<file path="src/rtl/ram_march_tester.sv">
`default_nettype none
// ============================================================================
//  Module      : ram_march_tester
//  Description : March C- test controller for a write-strobe-clocked RAM.
//                Drives wr/din/addr, checks the combinational read data and
//                reports pass/fail plus the first failing location.
//  Revision    : 1.0 - initial release
// ============================================================================
module ram_march_tester #(
  parameter int DEPTH  = 4,
  parameter int WIDTH  = 2,
  parameter int AWIDTH = $clog2(DEPTH)
) (
  input  logic              clk,
  input  logic              rst,
  input  logic              start,
  output logic              busy,
  output logic              done,
  output logic              pass,
  output logic [AWIDTH-1:0] fail_addr,
  output logic [2:0]        fail_elem,
  output logic [WIDTH-1:0]  fail_data,
  output logic              mem_wr,
  output logic [WIDTH-1:0]  mem_din,
  output logic [AWIDTH-1:0] mem_addr,
  input  logic [WIDTH-1:0]  mem_dout
);

  typedef enum logic [2:0] {
    S_IDLE     = 3'd0,
    S_W_SETUP  = 3'd1,
    S_W_STROBE = 3'd2,
    S_R_ADDR   = 3'd3,
    S_R_CHECK  = 3'd4,
    S_FINISH   = 3'd5
  } state_t;

  localparam logic [AWIDTH-1:0] c_addr_last = AWIDTH'(DEPTH - 1);
  localparam logic [AWIDTH-1:0] c_addr_one  = AWIDTH'(1);
  localparam logic [2:0]        c_elem_last = 3'd5;
  localparam logic [WIDTH-1:0]  c_d0        = {WIDTH{1'b0}};
  localparam logic [WIDTH-1:0]  c_d1        = {WIDTH{1'b1}};

  // Elements 3 and 4 walk the address space downwards.
  function automatic logic elem_down(input logic [2:0] e);
    return (e == 3'd3) || (e == 3'd4);
  endfunction

  // Elements 1..4 are read-then-write; 0 is write-only and 5 read-only.
  function automatic logic elem_two_ops(input logic [2:0] e);
    return (e != 3'd0) && (e != c_elem_last);
  endfunction

  // Background expected on reads: D1 in elements 2 and 4, else D0.
  function automatic logic [WIDTH-1:0] rd_bg(input logic [2:0] e);
    return ((e == 3'd2) || (e == 3'd4)) ? c_d1 : c_d0;
  endfunction

  // Background written: D1 in elements 1 and 3, else D0.
  function automatic logic [WIDTH-1:0] wr_bg(input logic [2:0] e);
    return ((e == 3'd1) || (e == 3'd3)) ? c_d1 : c_d0;
  endfunction

  state_t            state_q, state_d;
  logic [2:0]        elem_q, elem_d;
  logic [AWIDTH-1:0] addr_q, addr_d;
  logic              op_q, op_d;
  logic [WIDTH-1:0]  din_q, din_d;
  logic              busy_q, busy_d;
  logic              done_q, done_d;
  logic              mem_wr_q, mem_wr_d;
  logic              pass_q, pass_d;
  logic [AWIDTH-1:0] fail_addr_q, fail_addr_d;
  logic [2:0]        fail_elem_q, fail_elem_d;
  logic [WIDTH-1:0]  fail_data_q, fail_data_d;

  logic              op_done;
  logic              last_addr;

  // Next-state, counter sequencing and registered-output decode.
  always_comb begin
    state_d     = state_q;
    elem_d      = elem_q;
    addr_d      = addr_q;
    op_d        = op_q;
    din_d       = din_q;
    pass_d      = pass_q;
    fail_addr_d = fail_addr_q;
    fail_elem_d = fail_elem_q;
    fail_data_d = fail_data_q;
    op_done     = 1'b0;
    last_addr   = elem_down(elem_q) ? (addr_q == '0) : (addr_q == c_addr_last);

    case (state_q)
      S_IDLE: begin
        if (start) begin
          state_d     = S_W_SETUP;
          elem_d      = 3'd0;
          addr_d      = '0;
          op_d        = 1'b0;
          pass_d      = 1'b0;
          fail_addr_d = '0;
          fail_elem_d = 3'd0;
          fail_data_d = '0;
        end
      end
      S_W_SETUP:  state_d = S_W_STROBE;
      S_W_STROBE: op_done = 1'b1;
      S_R_ADDR:   state_d = S_R_CHECK;
      S_R_CHECK: begin
        if (mem_dout != rd_bg(elem_q)) begin
          // First mismatch: latch the location and stop without more writes.
          state_d     = S_FINISH;
          fail_addr_d = addr_q;
          fail_elem_d = elem_q;
          fail_data_d = mem_dout;
        end else begin
          op_done = 1'b1;
        end
      end
      S_FINISH: state_d = S_IDLE;
      default:  state_d = S_IDLE;
    endcase

    if (op_done) begin
      if (elem_two_ops(elem_q) && !op_q) begin
        // Second op of a read/write element is always the write.
        op_d    = 1'b1;
        state_d = S_W_SETUP;
      end else begin
        op_d = 1'b0;
        if (last_addr) begin
          if (elem_q == c_elem_last) begin
            state_d = S_FINISH;
            pass_d  = 1'b1;
          end else begin
            // Every element after e0 opens with a read.
            elem_d  = elem_q + 3'd1;
            addr_d  = elem_down(elem_d) ? c_addr_last : '0;
            state_d = S_R_ADDR;
          end
        end else begin
          addr_d  = elem_down(elem_q) ? (addr_q - c_addr_one) : (addr_q + c_addr_one);
          state_d = (elem_q == 3'd0) ? S_W_SETUP : S_R_ADDR;
        end
      end
    end

    if (state_d == S_W_SETUP) begin
      din_d = wr_bg(elem_d);
    end

    busy_d   = (state_d == S_W_SETUP) || (state_d == S_W_STROBE) ||
               (state_d == S_R_ADDR)  || (state_d == S_R_CHECK);
    done_d   = (state_d == S_FINISH);
    mem_wr_d = (state_d == S_W_STROBE);
  end

  // State, counters, result and output registers.
  always_ff @(posedge clk) begin
    if (rst) begin
      state_q     <= S_IDLE;
      elem_q      <= 3'd0;
      addr_q      <= '0;
      op_q        <= 1'b0;
      din_q       <= '0;
      busy_q      <= 1'b0;
      done_q      <= 1'b0;
      mem_wr_q    <= 1'b0;
      pass_q      <= 1'b0;
      fail_addr_q <= '0;
      fail_elem_q <= 3'd0;
      fail_data_q <= '0;
    end else begin
      state_q     <= state_d;
      elem_q      <= elem_d;
      addr_q      <= addr_d;
      op_q        <= op_d;
      din_q       <= din_d;
      busy_q      <= busy_d;
      done_q      <= done_d;
      mem_wr_q    <= mem_wr_d;
      pass_q      <= pass_d;
      fail_addr_q <= fail_addr_d;
      fail_elem_q <= fail_elem_d;
      fail_data_q <= fail_data_d;
    end
  end

  assign busy      = busy_q;
  assign done      = done_q;
  assign pass      = pass_q;
  assign fail_addr = fail_addr_q;
  assign fail_elem = fail_elem_q;
  assign fail_data = fail_data_q;
  assign mem_wr    = mem_wr_q;
  assign mem_din   = din_q;
  assign mem_addr  = addr_q;

endmodule
`default_nettype wire
</file>
<file path="config.mk">
export PLATFORM = sky130hd
export DESIGN_NAME = ram_march_tester
export DESIGN_NICKNAME = d
export VERILOG_FILES = /design/src/rtl/ram_march_tester.sv
export SDC_FILE = /design/constraint.sdc
export NUM_CORES = 1
export LEC_CHECK = 0
export BUFFER_PORTS_ARGS = -buffer_cell sky130_fd_sc_hd__buf_2
export CORE_MARGIN = 2
export CORE_UTILIZATION = 30
export CTS_BUF_LIST = sky130_fd_sc_hd__clkbuf_2
export DETAILED_ROUTE_END_ITERATION = 16
export SYNTH_ARGS = -nofsm -noshare
export SYNTH_HDL_FRONTEND = slang
export SYNTH_SLANG_ARGS = --single-unit
</file>
<file path="constraint.sdc">
create_clock -name clk -period 5.72 [get_ports clk]
set_clock_uncertainty 0.2 [all_clocks]
set_input_delay 0 -clock clk [delete_from_list [all_inputs] [get_ports clk]]
set_output_delay 0 -clock clk [all_outputs]
set_load 0.02 [all_outputs]
</file>
==> results.toml <==
[timing]
fmax_mhz = 332
min_period_ns = 3.02
worstMarginPinSlew_ns = 0.969
setup_violations = 0
fin_tns_setup_ns = 0
grt_setup_unrepaired = "no"
slew_viol_final = 0
max_slew_margin_pct = 34.5
post-route-period-util_pct = 52.7
finalHoldViolations = 0

[synth]
yosysWarnings = 0
synth_edf_count = 0
ys.flop_type = "dfxtp_1"
yosys-top-cells-count = "21 x a21oi_1, 21 x dfxtp_1, 18 x nand2_1"
yosysSeqAreaShare_pct = 34.0
synthTopCellsByArea = "dfxtp_1 34%, a21oi_1 8.5%, ha_1 6.1%"
synth_top_area_share_pct = 34.0
synthCells = 154
synth_area_sq_mm = 0.00124
avgSynthCellArea_sq_um = 8.03
yosysTopAreaCell = "dfxtp_1"
synth_nets = 165
ys_types = 40
async_flop_share_pct = 0
synth-seq-cells = 21

[die]
die_h_um = 68.2
num_rows = 23
pin_count = 20
dieArea_sq_mm = 0.00465
initial_core_util_pct = 31.1
die_w_um = 68.2
coreArea_sq_mm = 0.00397

[power_and_ir_drop]
combinationalPowerShare_pct = 12.3
internal_power_mw = 0.175
ir_drop_mv = 0.0914
p_clk_share_pct = 25.2
power_mw = 0.243
power_frac_seq_pct = 62.5
p_leak_nw = 0.579
power_switching_share_pct = 28.0
power.density_mw_per_mm2 = 171
switchingPower_mw = 0.0680

[layout]
nFillCells = 430
final_design_area_no_fill_sq_mm = 0.00143
fin_nets = 186
n_antenna_cell = 0
seq_area_sq_um = 420
multi_input_area_sq_um = 746
drive_gt1_share_pct = 20.7
area_delta_synth_final_pct = 15.4

[worst_hold_path]
min_path_type = "flop to flop"
min_from = "fail_elem[1]"
min_path_cells = 2

[worst_setup_path]
crit_family = "buffers and inverters"
crit_top_cell = "a21oi_1"
path_depth = 8
crit_path_max_fanout = 7
reg2reg_from = "elem_q[0]"
worstSetupPathType = "flop to flop"
cp_slowest_cell = "dlygate4sd3_1"
path_cells = "inv_1 -> ha_1 -> mux2i_2 -> mux2_2 -> a21oi_1 -> nand2_1 -> a21oi_1 -> dlygate4sd3_1"
reg2reg_depth = 8
startpoint_type = "flop"
cp-end-kind = "flop"
cp.required_ns = 5.81
worst_ep_arrival_time_ns = 3.10
crit_buf_inv = 2
slowest_delay_ns = 0.55
crit_start = "elem_q[0]"

[clocking]
htreeDepth = 1
cts_sinks = 21
cts_resized = 0
path_clk_slew_ns = 0.20
insertion_delay_ns = 0.32
cts_tree = "done"
cts_buffer_depth = 2
cts_buffers = 3
post_cts_buffers = 0
cts-root-buf = "clkbuf_2"

[outcome]
status = "complete, no violations"

[route]
drt_iter0_markers = 69
avgViaCountPerCell = 4.90
drcViolationCount = 0
routedWlPerCell_um = 11.8
wl_mm = 2.64
dr.pass1.iters = 4
antenna_left = 0
via_count = 1098

[placement]
dp_hpwl_mm = 1.95
gp_congestion = 0.855
io_buffers = 19
post_dp_cell_area_sq_mm = 0.00135

[global_routing]
antenna_found_initial = 0
gr-total-overflow = 0
grt_max_degree = 22
groute.usage.overall_pct = 12.6
grt_pass1_wl_mm = 4.51
grt_pass1_vias = 1007

[flow_run]
cap_violations = 0
[sequential cells by signal, indices dropped and copies added (netlist names), 2 cells and up]
name	count
elem_q	3
fail_elem	3
state_q	3
fail_addr	2
fail_data	2
mem_addr	2
[final cells by class]
class,count,area share (%)
Multi-Input combinational cell,118,52.3
Sequential cell,21,29.5
Timing Repair Buffer,25,10.9
Tap cell,50,4.39
Inverter,6,1.58
Clock buffer,3,1.05
Clock inverter,1,0.351
[worst reg2reg max path: stages (launching register included)]
cell and delay, ns:
dfxtp_1 0.47, inv_1 0.14, ha_1 0.29, mux2i_2 0.23, mux2_2 0.39, a21oi_1 0.46
nand2_1 0.11, a21oi_1 0.14, dlygate4sd3_1 0.55
[what timing repair did]
item,4_1_cts,5_1_grt
endpoints found under the setup margin,0,0
hold buffers,6,0
hold endpoints to repair,21,0
[kinds of logic after synthesis]
| logic type | count (synthesis) | synth area share, % |
|---|---|---|
| AO/OA/AOI/OAI | 39 | 20.4 |
| XOR/XNOR | 2 | 1.42 |
| adder cells (fa/ha/maj) | 6 | 6.07 |
| buffers and inverters | 15 | 5.67 |
| flip-flops | 21 | 34.0 |
| multiplexers | 6 | 5.36 |
| AND/OR/NAND/NOR | 65 | 27.0 |
[metal layers]
metal	vias to the layer above	wire, um	global-route usage [%]
li1	583	-	-
met1	487	1420	17.1
met2	26	1100	19.7
met3	2	115	3.95
met4	0	7	2.00
met5	-	0	0
[power groups by stage]
stage | clock network [mW] | registers [mW] | logic (mW)
after global routing | 0.0714 | 0.153 | 0.0334
after detailed placement | 0 | 0.155 | 0.0279
after CTS | 0.0659 | 0.152 | 0.0301
final | 0.0612 | 0.152 | 0.0300
after global placement | 0 | 0.155 | 0.0277
after floorplan | 0 | 0.155 | 0.0199
[final timing paths]
kind | slack [ns] | end
min reg2reg | 0.27 | fail_elem[1]
max | 2.70 | fail_data[1]
max reg2reg | 2.70 | fail_data[1]
min | 0.27 | fail_elem[1]
[per-stage QoR]
stage	utilization, %	hold WS [ns]	std cells	setup WS [ns]
floorplan	-	-0.120	154	3.47
global placement	33.9	0.0862	214	3.32
detailed placement	33.9	0.0835	214	3.25
CTS	35.9	0.273	224	2.70
global route	35.9	0.284	224	2.52
finish	35.9	0.268	224	2.70
[placed cells by master, fill, tap and decap left out, types with 2 or more instances in the layout]
cell,instances
and3b_1,2
o31ai_1,2
clkbuf_2,3
inv_1,6
xnor2_1,2
ha_1,6
nor3_1,3
dlygate4sd3_1,6
or2_2,2
o21ai_2,2
a21oi_1,21
o21ai_0,3
a211o_1,2
and2_1,2
mux2_2,2
a211oi_1,2
buf_2,19
mux2i_1,3
dfxtp_1,21
nand2_1,18
nand3_1,11
nor2_1,17
nor3b_1,2
No activity file was read; power rests on OpenSTA's default activity.
